### config.mk
export PLATFORM = sky130hd
export DESIGN_NAME = sub_pipe_64bit
export DESIGN_NICKNAME = d
export VERILOG_FILES = /design/src/rtl/sub_pipe_64bit.sv
export SDC_FILE = /design/constraint.sdc
export NUM_CORES = 1
export LEC_CHECK = 0
export ABC_CLOCK_PERIOD_IN_PS = 6460
export BUFFER_PORTS_ARGS = -buffer_cell sky130_fd_sc_hd__clkbuf_2
export CORE_AREA = 2 2 135 137
export DETAILED_ROUTE_END_ITERATION = 10
export DIE_AREA = 0 0 137 139
export PLACE_DENSITY = 0.8
export SLEW_MARGIN = 25
export SYNTH_ARGS = -nofsm -noshare
export SYNTH_HDL_FRONTEND = slang
export SYNTH_SLANG_ARGS = --single-unit
### constraint.sdc
create_clock -name clk -period 6.46 [get_ports clk]
set_input_delay 1.292 -clock clk [delete_from_list [all_inputs] [get_ports clk]]
set_output_delay 1.292 -clock clk [all_outputs]
set_load 0.05 [all_outputs]
### src/rtl/sub_pipe_64bit.sv
// sub_pipe_64bit
// Two-stage pipelined 64-bit subtractor producing ARMv8 NZCV flags.
// D = A + ~B + Cin (Cin = 1 means no borrow). The low 32-bit half is summed
// in stage 1 and the high half plus the stage-1 carry in stage 2. Both stages
// use a valid/ready handshake, so each stage can hold one operation under
// backpressure.
//
// Ports:
//   clk        rising-edge clock
//   rst        asynchronous, active-high reset
//   in_valid   operand set on A/B/Cin is presented
//   in_ready   operand set is accepted this cycle
//   A, B, Cin  minuend, subtrahend, carry-in
//   out_valid  D and flags are valid
//   out_ready  downstream consumes the result this cycle
//   D          difference
//   N, Z, C, V condition flags for D
module sub_pipe_64bit (
  input  logic        clk,
  input  logic        rst,
  input  logic        in_valid,
  output logic        in_ready,
  input  logic [63:0] A,
  input  logic [63:0] B,
  input  logic        Cin,
  output logic        out_valid,
  input  logic        out_ready,
  output logic [63:0] D,
  output logic        N,
  output logic        Z,
  output logic        C,
  output logic        V
);

  // Pipeline advance enables
  logic adv1;
  logic adv2;

  // Stage 1 state
  logic        s1_valid_q, s1_valid_d;
  logic [31:0] lo_sum_q,   lo_sum_d;
  logic        lo_zero_q,  lo_zero_d;
  logic        c31_q,      c31_d;
  logic [31:0] a_hi_q,     a_hi_d;
  logic [31:0] nb_hi_q,    nb_hi_d;

  // Stage 2 state
  logic        out_valid_q, out_valid_d;
  logic [63:0] d_q,         d_d;
  logic        n_q,         n_d;
  logic        z_q,         z_d;
  logic        c_q,         c_d;
  logic        v_q,         v_d;

  // Combinational sums
  logic [32:0] lo_full;
  logic [32:0] hi_full;
  logic        b63;

  // Stage 2 drains when empty or consumed; stage 1 when empty or stage 2 drains.
  always_comb begin
    adv2     = ~out_valid_q | out_ready;
    adv1     = ~s1_valid_q | adv2;
    in_ready = adv1;
  end

  // Low half: the carry out of bit 31 is what crosses the stage boundary.
  always_comb begin
    lo_full = {1'b0, A[31:0]} + {1'b0, ~B[31:0]} + {32'd0, Cin};
  end

  always_comb begin
    s1_valid_d = s1_valid_q;
    lo_sum_d   = lo_sum_q;
    lo_zero_d  = lo_zero_q;
    c31_d      = c31_q;
    a_hi_d     = a_hi_q;
    nb_hi_d    = nb_hi_q;
    if (adv1) begin
      // Loading from an empty input yields a bubble; data is left untouched.
      s1_valid_d = in_valid;
      if (in_valid) begin
        lo_sum_d  = lo_full[31:0];
        lo_zero_d = (lo_full[31:0] == '0);
        c31_d     = lo_full[32];
        a_hi_d    = A[63:32];
        nb_hi_d   = ~B[63:32];
      end
    end
  end

  always_ff @(posedge clk or posedge rst) begin
    if (rst) begin
      s1_valid_q <= 1'b0;
      lo_sum_q   <= '0;
      lo_zero_q  <= 1'b0;
      c31_q      <= 1'b0;
      a_hi_q     <= '0;
      nb_hi_q    <= '0;
    end else begin
      s1_valid_q <= s1_valid_d;
      lo_sum_q   <= lo_sum_d;
      lo_zero_q  <= lo_zero_d;
      c31_q      <= c31_d;
      a_hi_q     <= a_hi_d;
      nb_hi_q    <= nb_hi_d;
    end
  end

  // High half: carry out of bit 63 is the ARM C flag (1 = no borrow).
  always_comb begin
    hi_full = {1'b0, a_hi_q} + {1'b0, nb_hi_q} + {32'd0, c31_q};
    b63     = ~nb_hi_q[31];
  end

  always_comb begin
    out_valid_d = out_valid_q;
    d_d         = d_q;
    n_d         = n_q;
    z_d         = z_q;
    c_d         = c_q;
    v_d         = v_q;
    if (adv2) begin
      out_valid_d = s1_valid_q;
      // Result registers only change when a real operation arrives, so a
      // stalled result stays put and bubbles never disturb D.
      if (s1_valid_q) begin
        d_d = {hi_full[31:0], lo_sum_q};
        n_d = hi_full[31];
        z_d = lo_zero_q & (hi_full[31:0] == '0);
        c_d = hi_full[32];
        v_d = (a_hi_q[31] != b63) & (hi_full[31] != a_hi_q[31]);
      end
    end
  end

  always_ff @(posedge clk or posedge rst) begin
    if (rst) begin
      out_valid_q <= 1'b0;
      d_q         <= '0;
      n_q         <= 1'b0;
      z_q         <= 1'b0;
      c_q         <= 1'b0;
      v_q         <= 1'b0;
    end else begin
      out_valid_q <= out_valid_d;
      d_q         <= d_d;
      n_q         <= n_d;
      z_q         <= z_d;
      c_q         <= c_d;
      v_q         <= v_d;
    end
  end

  always_comb begin
    out_valid = out_valid_q;
    D         = d_q;
    N         = n_q;
    Z         = z_q;
    C         = c_q;
    V         = v_q;
  end

endmodule

-- Yosys cells after proc, flatten, opt, wreduce, memory -nomap -nowiden
Index checks and enable logic that the tools add are counted.
- word-level logic and storage cells: 31
- flip-flop bits (word level): 168
- input port bits: 133
- add/sub/neg operators: 4
- reductions and logical operators: 4
- equality and inequality tests: 2
- bitwise logic cells: 9
- operators with widths (cell ; number):
    32-bit by 32-bit adder with 33-bit output ; 2
    33-bit by 1-bit adder with 33-bit output ; 2
    32-bit zero test ; 2
    32-bit inverter ; 2
    2-bit AND reduction ; 2
    1-bit inverter ; 3
    1-bit AND ; 2
    1-bit != test ; 2
    1-bit OR ; 2

-- Logic depth before layout (Yosys ltp)
Gate-level depths: netlist (run 1).
- depth in word-level cells: 4
- depth in mapped cells: 14
- mapped depth without buffers: 14

-- Worst setup path after synthesis (run 1)
Ideal clock, no wire load.
- path type: input to register
- from: input B[0]
- to: register lo_zero_q
- data required time: 6384 ps
- setup slack: 2148 ps
- arrival: 4236 ps
- stages: 14
- cell sequence: inv_1 fa_1 inv_1 fa_1 nand2b_1 a21o_1 a211o_1 o311a_1 o31ai_1 xnor2_1 and4_1 nand4_1 or4_1 o21ai_1
- longest elaborated chain between the ends: 4
- RTL lines (what ; line ; RTL):
    start, declared ; 24 ; input logic [63:0] B,
    32-bit inverter ; 69 ; lo_full = {1'b0, A[31:0]} + {1'b0, ~B[31:0]} + {32'd0, Cin};
    32-bit by 32-bit adder with 33-bit output ; 69 ;
    33-bit by 1-bit adder with 33-bit output ; 69 ;
    32-bit zero test ; 84 ; lo_zero_d = (lo_full[31:0] == '0);
    end signal, assigned ; 103 ; lo_zero_q <= lo_zero_d;
    end, declared ; 42 ; logic lo_zero_q, lo_zero_d;
Every way passes these cells.
A chain may end at the register's enable or synchronous reset.

-- Final worst setup path (run 1)
Ends and elaborated chain as after synthesis.

==> flow_summary_export.csv, run 1 <==
group,metric,value,unit
critical_path,reg2reg_slack,2530,ps
layout,multiInputGateArea,0.005164,mm2
global_routing,via_count_of_the_first_global_routing_pass,8089,
timing,finalHoldViolations,0,
pwr,ir_drop,291.9,uV
pwr,p_per_area,382.6,mW/mm2
critical_path,ff2ff_path_depth,11,
route,drt_pass1_iterations,5,
timing,timing_max_transition_violations_final,0,
synth,synth-simple-area-share,16.42,%
critical_path,critical_path_fanout_max,5,
layout,area_delta_synth_final,18.28,%
min_path,hold_path_depth,2,
min_path,hp-class,"reg2reg",
run_status,outcome,"completed",
min_path,timing.hold.worst_endpoint,"D[9]",
clock_tree,worst_setup_hold_path_clk_slew,60,ps
synth,synth.top_cell.area_share,43.12,%
route,drt_drc_violations_left,0,
timing,period_minus_slack,4336,ps
clock_tree,holdBufCountCts,0,
synth,synth_top_flop_cell,"sky130_fd_sc_hd__dfrtp_1",
floorplanning,design.die.area,0.01904,mm2
route,via_count,8296,
timing,timing.final.crit_share,67.12,%
synth,largest_family_of_logic_cells_by_synthesized_area,"compound AO/OA/AOI/OAI gates",
synth,yosys-mux-area-fraction,6.145,%
route,first_iter_violations,464,
critical_path,path_class,"in2reg",
synth,synth_sequential_area_ratio,43.12,%
pwr,share_comb_of_total_power,41.5,%
placed_design,globalplace.congestion,0.9440,
synth,syn_avg_cell_area,9.213,um2
synth,synthesis.yosys.warnings,0,
route,ant_nets,0,
global_routing,overflow,0,
clock_tree,clkLatencyLatePin,430,ps
clock_tree,cts_root_buffer,"sky130_fd_sc_hd__clkbuf_16",
floorplanning,die_h,139,um
layout,sequential_cell_area,0.004179,mm2
pwr,cellLeakagePower,0.005754,uW
timing,worstMarginPinSlew,915.8,ps
clock_tree,post_cts.repair.setup_buffers,0,
timing,final.setup_skew,10.53,ps
synth,synth_cells,1052,
floorplanning,ios,203,
layout,final.fill_count,1457,
floorplanning,die_w,137,um
global_routing,groute.usage.overall,25.40,%
placed_design,hpwlAfterDp,17.57,mm
placed_design,io_buffers,202,
clock_tree,cts_inserted_buffers,17,
route,detail_route.vias_per_cell,5.636,
pwr,power.clock.fraction,24.4,%
floorplanning,floorplan.initialDensity,54.89,%
critical_path,critPathCaptureType,"flop",
timing,setup_repair_after_global_routing_missed_its_margin,"no",
critical_path,crit_required,6820,ps
clock_tree,htreeDepth,4,
layout,n_antenna_cell,0,
timing,fmax,230.6,MHz
layout,fin_cells,1472,
global_routing,antenna_violations_before_repair,0,
pwr,p_int,2544,uW
placed_design,dp_worst_setup_slack,1712,ps
floorplanning,core_area,0.01766,mm2
synth,post_synth_main_area_contributors,"sky130_fd_sc_hd__dfrtp_1 43%, sky130_fd_sc_hd__nand2_1 9.5%, sky130_fd_sc_hd__ha_1 8.0%",
timing,max_slew_margin,38.95,%
pwr,pwr-share-seq,34.1,%
layout,most_common_library_cell_in_the_layout_ignoring_fill_and_taps,"sky130_fd_sc_hd__nand2_1",
synth,synthesis.nets,1251,
critical_path,critPathArrivalTime,4690,ps
synth,ys_ff_latch,167,
min_path,min-delay-start,"lo_sum_q[9]",
layout,utilization,64.92,%
global_routing,global_route_wire_length_before_repair,38.67,mm
synth,synth-compound-area-share,16.45,%
route,drt-wirelength-per-cell,15.97,um
clock_tree,clock_tree_from_tritoncts,"yes",
route,totalWireLength,23.51,mm
layout,final_net_count,1432,
synth,synth.distinct_cells,68,
layout,post_route_cells_drive_above_1_share,24.14,%
synth,synth_adder_area_share,8.830,%
global_routing,maximum_number_of_pins_on_one_net_before_global_route_repair,87,
clock_tree,ctsLongestPathBuffers,2,
synth,count_of_flip_flops_with_a_built_in_enable_after_synthesis,0,
layout,top_library_cells_by_usage_in_the_layout_fill_and_taps_aside,"243 x sky130_fd_sc_hd__nand2_1, 202 x sky130_fd_sc_hd__clkbuf_2, 167 x sky130_fd_sc_hd__dfrtp_1",
synth,post_synth_xor_area_fraction,5.319,%
job,drv.max_cap_violation_count,0,
floorplanning,placement_rows,49,
critical_path,worstReg2RegStart,"c31_q",
clock_tree,clkSinkCount,167,
clock_tree,ctsResizeCount,0,
pwr,power,4386,uW
critical_path,start_kind,"primary input",
synth,asyncSetResetFlopFracSynth,100.0,%
critical_path,worst_r2r_endpoint,"Z",
synth,mappedNetlistArea,0.009692,mm2
pwr,swShare,41.99,%
timing,timing.setup.tns,0,ps
timing,setup_viol_count_final,0,
pwr,switchingPower,1842,uW
placed_design,placed_cells_incl_taps,1443,
timing,setup_ws,2124,ps
synth,yosysTopAreaCell,"sky130_fd_sc_hd__dfrtp_1",
-- power groups by stage --
stage	Sequential, uW	Clock [uW]	Combinational, uW
finish	1500	1070	1820
global route	1530	1140	1960
CTS	1500	1090	1810
detailed placement	1510	0	1800
global placement	1500	0	1770
floorplan	2000	0	844
-- stage by stage --
step	instance area, um2	hold slack, ps
after floorplan	9692	433.1
after global placement	10840	442.6
after detailed placement	10840	456.2
after CTS	11460	472.7
after global routing	11460	497.1
final	11460	469.2
-- cells by family (layout without fill, tap and decap cells) --
family,count (synthesis),after routing
flip-flops,167,167
AND/OR/NAND/NOR,359,359
XOR/XNOR,58,58
buffers and inverters,88,279
AO/OA/AOI/OAI,261,261
multiplexers,53,53
adder cells (fa/ha/maj),66,66
-- sequential cells by signal, indices dropped and copies added (netlist names), 32 cells and up --
signal	cells
D	64
a_hi_q	32
nb_hi_q	32
lo_sum_q	32
-- area by class of cell --
cell class | instances | area share, %
Multi-Input combinational cell | 797 | 45.04
Sequential cell | 167 | 36.45
Timing Repair Buffer | 207 | 9.147
Clock buffer | 22 | 4.137
Tap cell | 229 | 2.499
Inverter | 43 | 1.452
Clock inverter | 7 | 1.266
-- worst max path at each step --
stage,start,end,cells after the start
after detailed placement,B[0],lo_zero_q,15
after floorplan,rst,C,1
after global placement,B[0],lo_zero_q,15
final,B[0],lo_zero_q,15
after global routing,B[0],lo_zero_q,15
after CTS,B[0],lo_zero_q,15
-- cells in the mapped netlist, types with 3 or more instances --
library cell                count
sky130_fd_sc_hd__nand2_1      245
sky130_fd_sc_hd__or3_1          4
sky130_fd_sc_hd__ha_1          62
sky130_fd_sc_hd__o21bai_1       6
sky130_fd_sc_hd__xnor2_1       31
sky130_fd_sc_hd__nor3_1         8
sky130_fd_sc_hd__o21ai_1        6
sky130_fd_sc_hd__and4_1         4
sky130_fd_sc_hd__mux2_2        52
sky130_fd_sc_hd__o211ai_1       7
sky130_fd_sc_hd__and2_1         5
sky130_fd_sc_hd__nor2_1        28
sky130_fd_sc_hd__nand4_1       12
sky130_fd_sc_hd__a21o_1        26
sky130_fd_sc_hd__a2111oi_0      3
sky130_fd_sc_hd__and3_1         7
sky130_fd_sc_hd__o21a_1         8
sky130_fd_sc_hd__nor4_1         4
sky130_fd_sc_hd__buf_1          4
sky130_fd_sc_hd__buf_4          3
sky130_fd_sc_hd__inv_1         43
sky130_fd_sc_hd__xor2_1        26
sky130_fd_sc_hd__a211oi_1       8
sky130_fd_sc_hd__nand4b_1       3
sky130_fd_sc_hd__a211o_1        3
sky130_fd_sc_hd__o21ai_0       98
sky130_fd_sc_hd__fa_1           4
sky130_fd_sc_hd__nand3_1       11
sky130_fd_sc_hd__a31oi_1        9
sky130_fd_sc_hd__nand2b_1       8
sky130_fd_sc_hd__clkbuf_1      33
sky130_fd_sc_hd__a21oi_1       61
sky130_fd_sc_hd__nor2b_1        5
sky130_fd_sc_hd__o31ai_1        5
sky130_fd_sc_hd__dfrtp_1      167
-- metal layers --
metal / track usage [%] / vias up / share of wire, %
li1: - / 4035 / -
met1: 32.16 / 3939 / 43
met2: 43.57 / 277 / 50
met3: 3.509 / 45 / 5.1
met4: 10.09 / 0 / 2.6
met5: 0 / - / 0
-- critical path: stages --
cell and delay, ps:
sky130_fd_sc_hd__clkbuf_2 80, sky130_fd_sc_hd__inv_1 60, sky130_fd_sc_hd__fa_1 210, sky130_fd_sc_hd__inv_1 60, sky130_fd_sc_hd__fa_1 400, sky130_fd_sc_hd__nand2b_1 180
sky130_fd_sc_hd__a21o_1 210, sky130_fd_sc_hd__a211o_1 310, sky130_fd_sc_hd__o311a_1 400, sky130_fd_sc_hd__o31ai_1 400, sky130_fd_sc_hd__xnor2_1 200, sky130_fd_sc_hd__and4_1 230
sky130_fd_sc_hd__nand4_1 100, sky130_fd_sc_hd__or4_1 410, sky130_fd_sc_hd__o21ai_1 140
Note: power is estimated with default switching activity, not from simulation.
==> inputs of run 2 (changes only) <==
--- a/config.mk
+++ b/config.mk
@@ -5,11 +5,12 @@
 export SDC_FILE = /design/constraint.sdc
 export NUM_CORES = 1
 export LEC_CHECK = 0
-export ABC_CLOCK_PERIOD_IN_PS = 6460
+export ABC_AREA = 1
+export ABC_CLOCK_PERIOD_IN_PS = 4050
 export BUFFER_PORTS_ARGS = -buffer_cell sky130_fd_sc_hd__clkbuf_2
-export CORE_AREA = 2 2 135 137
+export CORE_AREA = 2 2 143 145
 export DETAILED_ROUTE_END_ITERATION = 10
-export DIE_AREA = 0 0 137 139
+export DIE_AREA = 0 0 145 147
 export PLACE_DENSITY = 0.8
 export SLEW_MARGIN = 25
 export SYNTH_ARGS = -nofsm -noshare
==> constraint.sdc (replaced) <==
create_clock -name clk -period 4.05 [get_ports clk]
set_input_delay 0.81 -clock clk [delete_from_list [all_inputs] [get_ports clk]]
set_output_delay 0.81 -clock clk [all_outputs]
set_load 0.05 [all_outputs]
==> run 2 against run 1 <==
Core utilization up 0.10 points. Via count increased by 31%. Clock power grew 53%. Die area is 12% higher. Global-route usage up 4.7 points. First-iteration DRC count grew 42%. Wire length increased by 32%. Clock skew grew 3.9 ps. Largest cell class unchanged. Highest routed layer unchanged.
==> flow_summary_export.csv, run 2 <==
group,metric,value,unit
run_status,outcome,"completed",
floorplanning,die_w,145,um
synth,asyncSetResetFlopFracSynth,100.0,%
route,drt-wirelength-per-cell,14.72,um
synth,synth.top_cell.area_share,37.90,%
global_routing,maximum_number_of_pins_on_one_net_before_global_route_repair,168,
layout,post_route_cells_drive_above_1_share,15.70,%
placed_design,globalplace.congestion,1.011,
clock_tree,clock_tree_from_tritoncts,"yes",
route,drt_drc_violations_left,0,
layout,n_antenna_cell,0,
route,first_iter_violations,659,
pwr,p_per_area,578.1,mW/mm2
timing,finalHoldViolations,0,
layout,utilization,65.03,%
critical_path,cp_cell_sequence,"fa_1 -> fa_1 -> nand3_1 -> nand3_2 -> nand2_1 -> nand2_1 -> nand2_1 -> nand2_2 -> nand3_1 -> nand2_1 -> nand2_1 -> nand2_1 -> nand2_1 -> nor2_1 -> nand3_1 -> nand2_1",
timing,setup_repair_after_global_routing_missed_its_margin,"no",
global_routing,overflow,0,
global_routing,global_route_wire_length_before_repair,52.06,mm
synth,synth_top_flop_cell,"sky130_fd_sc_hd__dfrtp_1",
timing,timing.final.crit_share,68.59,%
critical_path,critical_path_fanout_max,4,
floorplanning,die_h,147,um
clock_tree,htreeDepth,4,
synth,synth.top_cells.by_count,"648 x sky130_fd_sc_hd__nand2_1, 215 x sky130_fd_sc_hd__inv_1, 167 x sky130_fd_sc_hd__dfrtp_1, 131 x sky130_fd_sc_hd__nor2_1, 104 x sky130_fd_sc_hd__o21ai_0",
route,totalWireLength,30.98,mm
critical_path,library_cell_contributing_the_largest_single_delay_on_the_critical_path,"sky130_fd_sc_hd__fa_1",
critical_path,crit_family,"simple AND/OR/NAND/NOR gates",
clock_tree,ctsLongestPathBuffers,2,
critical_path,crit_required,4380,ps
route,detail_route.vias_per_cell,5.166,
synth,synthesis.nets,1828,
pwr,cellLeakagePower,0.007352,uW
synth,count_of_flip_flops_with_a_built_in_enable_after_synthesis,0,
critical_path,start_kind,"flop",
min_path,timing.hold.worst_endpoint,"D[1]",
global_routing,via_count_of_the_first_global_routing_pass,10620,
timing,timing_max_transition_violations_final,0,
min_path,hp-class,"reg2reg",
layout,most_common_library_cell_in_the_layout_ignoring_fill_and_taps,"sky130_fd_sc_hd__nand2_1",
synth,synth.distinct_cells,31,
clock_tree,clkSinkCount,167,
clock_tree,worst_setup_hold_path_clk_slew,70,ps
critical_path,most_common_cell_type_on_the_critical_path,"sky130_fd_sc_hd__nand2_1",
timing,timing.setup.tns,0,ps
pwr,ir_drop,285.8,uV
layout,fin_cells,2104,
placed_design,placed_cells_incl_taps,2072,
synth,syn_avg_cell_area,6.769,um2
route,ant_nets,0,
timing,max_slew_margin,33.23,%
clock_tree,post_cts.repair.setup_buffers,0,
critical_path,path_class,"reg2reg",
timing,worstMarginPinSlew,1002,ps
critical_path,worst_r2r_endpoint,"Z",
timing,setup_viol_count_final,0,
timing,period_minus_slack,2778,ps
global_routing,groute.usage.overall,30.13,%
min_path,min-delay-start,"lo_sum_q[1]",
placed_design,hpwlAfterDp,24.38,mm
synth,ys_ff_latch,167,
critical_path,maximum_single_stage_delay_on_the_critical_path,500,ps
critical_path,ff2ff_path_depth,16,
critical_path,reg2reg_slack,1270,ps
clock_tree,holdBufCountCts,0,
critical_path,critPathCaptureType,"flop",
synth,synth_cells,1629,
synth,most_common_cell_in_the_synthesized_netlist,"sky130_fd_sc_hd__nand2_1",
min_path,hold_path_depth,2,
timing,final.setup_skew,14.46,ps
floorplanning,core_area,0.01984,mm2
synth,post_synth_main_area_contributors,"sky130_fd_sc_hd__dfrtp_1 38%, sky130_fd_sc_hd__nand2_1 22%, sky130_fd_sc_hd__inv_1 7.3%",
clock_tree,cts_inserted_buffers,17,
job,drv.max_cap_violation_count,0,
layout,top_library_cells_by_usage_in_the_layout_fill_and_taps_aside,"647 x sky130_fd_sc_hd__nand2_1, 214 x sky130_fd_sc_hd__inv_1, 202 x sky130_fd_sc_hd__clkbuf_2",
synth,synthesis.yosys.warnings,0,
synth,yosysTopAreaCell,"sky130_fd_sc_hd__dfrtp_1",
critical_path,worstReg2RegStart,"c31_q",
placed_design,io_buffers,202,
global_routing,antenna_violations_before_repair,0,
clock_tree,cts_root_buffer,"sky130_fd_sc_hd__clkbuf_16",
layout,final_net_count,2020,
floorplanning,placement_rows,52,
critical_path,crit_buf_inv,0,
layout,area_delta_synth_final,17.02,%
synth,synth_sequential_area_ratio,37.90,%
floorplanning,ios,203,
route,via_count,10870,
clock_tree,clkLatencyLatePin,440,ps
clock_tree,ctsResizeCount,0,
route,drt_pass1_iterations,6,
placed_design,dp_worst_setup_slack,975.7,ps
floorplanning,design.die.area,0.02132,mm2
timing,setup_ws,1272,ps
floorplanning,floorplan.initialDensity,55.57,%
synth,mappedNetlistArea,0.01103,mm2
layout,max_reg_flops,64,
critical_path,critPathArrivalTime,3110,ps
timing,fmax,360.0,MHz
-- run 2: cell types whose count changed after synthesis, moves of 8 or more --
cell and change:
sky130_fd_sc_hd__xnor2_1 -24, sky130_fd_sc_hd__nand2b_1 -8, sky130_fd_sc_hd__nand3b_1 +12, sky130_fd_sc_hd__nor2_1 +103, sky130_fd_sc_hd__a211oi_1 -8, sky130_fd_sc_hd__xor2_1 -15, sky130_fd_sc_hd__a21o_1 -25, sky130_fd_sc_hd__nand2_2 +21
sky130_fd_sc_hd__clkbuf_1 -8, sky130_fd_sc_hd__mux2_2 -52, sky130_fd_sc_hd__a21oi_1 -9, sky130_fd_sc_hd__inv_1 +172, sky130_fd_sc_hd__nand3_1 +59, sky130_fd_sc_hd__nand2_1 +403
-- run 2: area by class of cell --
type / instances / area (um2)
clock buffers: 17 / 425.4
fillers: 1818 / 6940
well taps: 270 / 337.8
inverters: 219 / 827.0
flip-flops and latches: 167 / 4179
repair buffers: 207 / 1061
clock inverters: 15 / 171.4
multi-input cells: 1209 / 5902
-- run 2: kinds of logic (layout without fill, tap and decap cells) --
family                   Yosys count  in the layout  synth area share (%)
XOR/XNOR                          18             18                 1.430
adder cells (fa/ha/maj)           66             66                 7.761
buffers and inverters            253            458                 8.646
AND/OR/NAND/NOR                  936            936                 35.05
flip-flops                       167            167                 37.90
AO/OA/AOI/OAI                    189            189                 9.214
-- run 2: worst max-delay path by stage --
stage / from / endpoint / slack (ps) / cells past startpoint
CTS: c31_q / Z / 1270 / 15
finish: c31_q / Z / 1270 / 16
global placement: A[0] / lo_zero_q / 1100 / 16
global route: c31_q / Z / 1070 / 15
floorplan: rst / C / 1110 / 1
detailed placement: A[0] / lo_zero_q / 980 / 17
-- run 2: metrics by stage --
| stage | cell area (um2) | power (uW) | hold WS [ps] |
|---|---|---|---|
| 2_1_floorplan | 11030 | 4875 | 442.2 |
| 3_5_place_dp | 12310 | 5815 | 452.2 |
| 5_1_grt | 12900 | 7916 | 499.2 |
| 4_1_cts | 12900 | 7478 | 471.3 |
| 6_report | 12900 | 7460 | 465.7 |
| 3_3_place_gp | 12310 | 5777 | 450.0 |
-- run 2: layer usage --
metal	vias up	track usage, %	wire length (um)	share of wire, %
met1	4967	38.73	13240	43
met5	-	0	0	0
met3	67	4.099	1459	4.7
met4	0	13.22	1235	4.0
li1	5509	-	-	-
met2	327	51.29	15040	49
-- run 2: tightest hold or removal path: stages (launching register included) --
cell	delay, ps
sky130_fd_sc_hd__dfrtp_1	340
sky130_fd_sc_hd__nand2_1	50
sky130_fd_sc_hd__nand2_1	40
-- run 2: where the power goes --
group | internal, uW | switching [uW] | leakage [uW]
Combinational | 884 | 2530 | 0.00502
Sequential | 2110 | 292 | 0.00204
Clock | 839 | 806 | 0.000295
Total | 3830 | 3630 | 0.00735
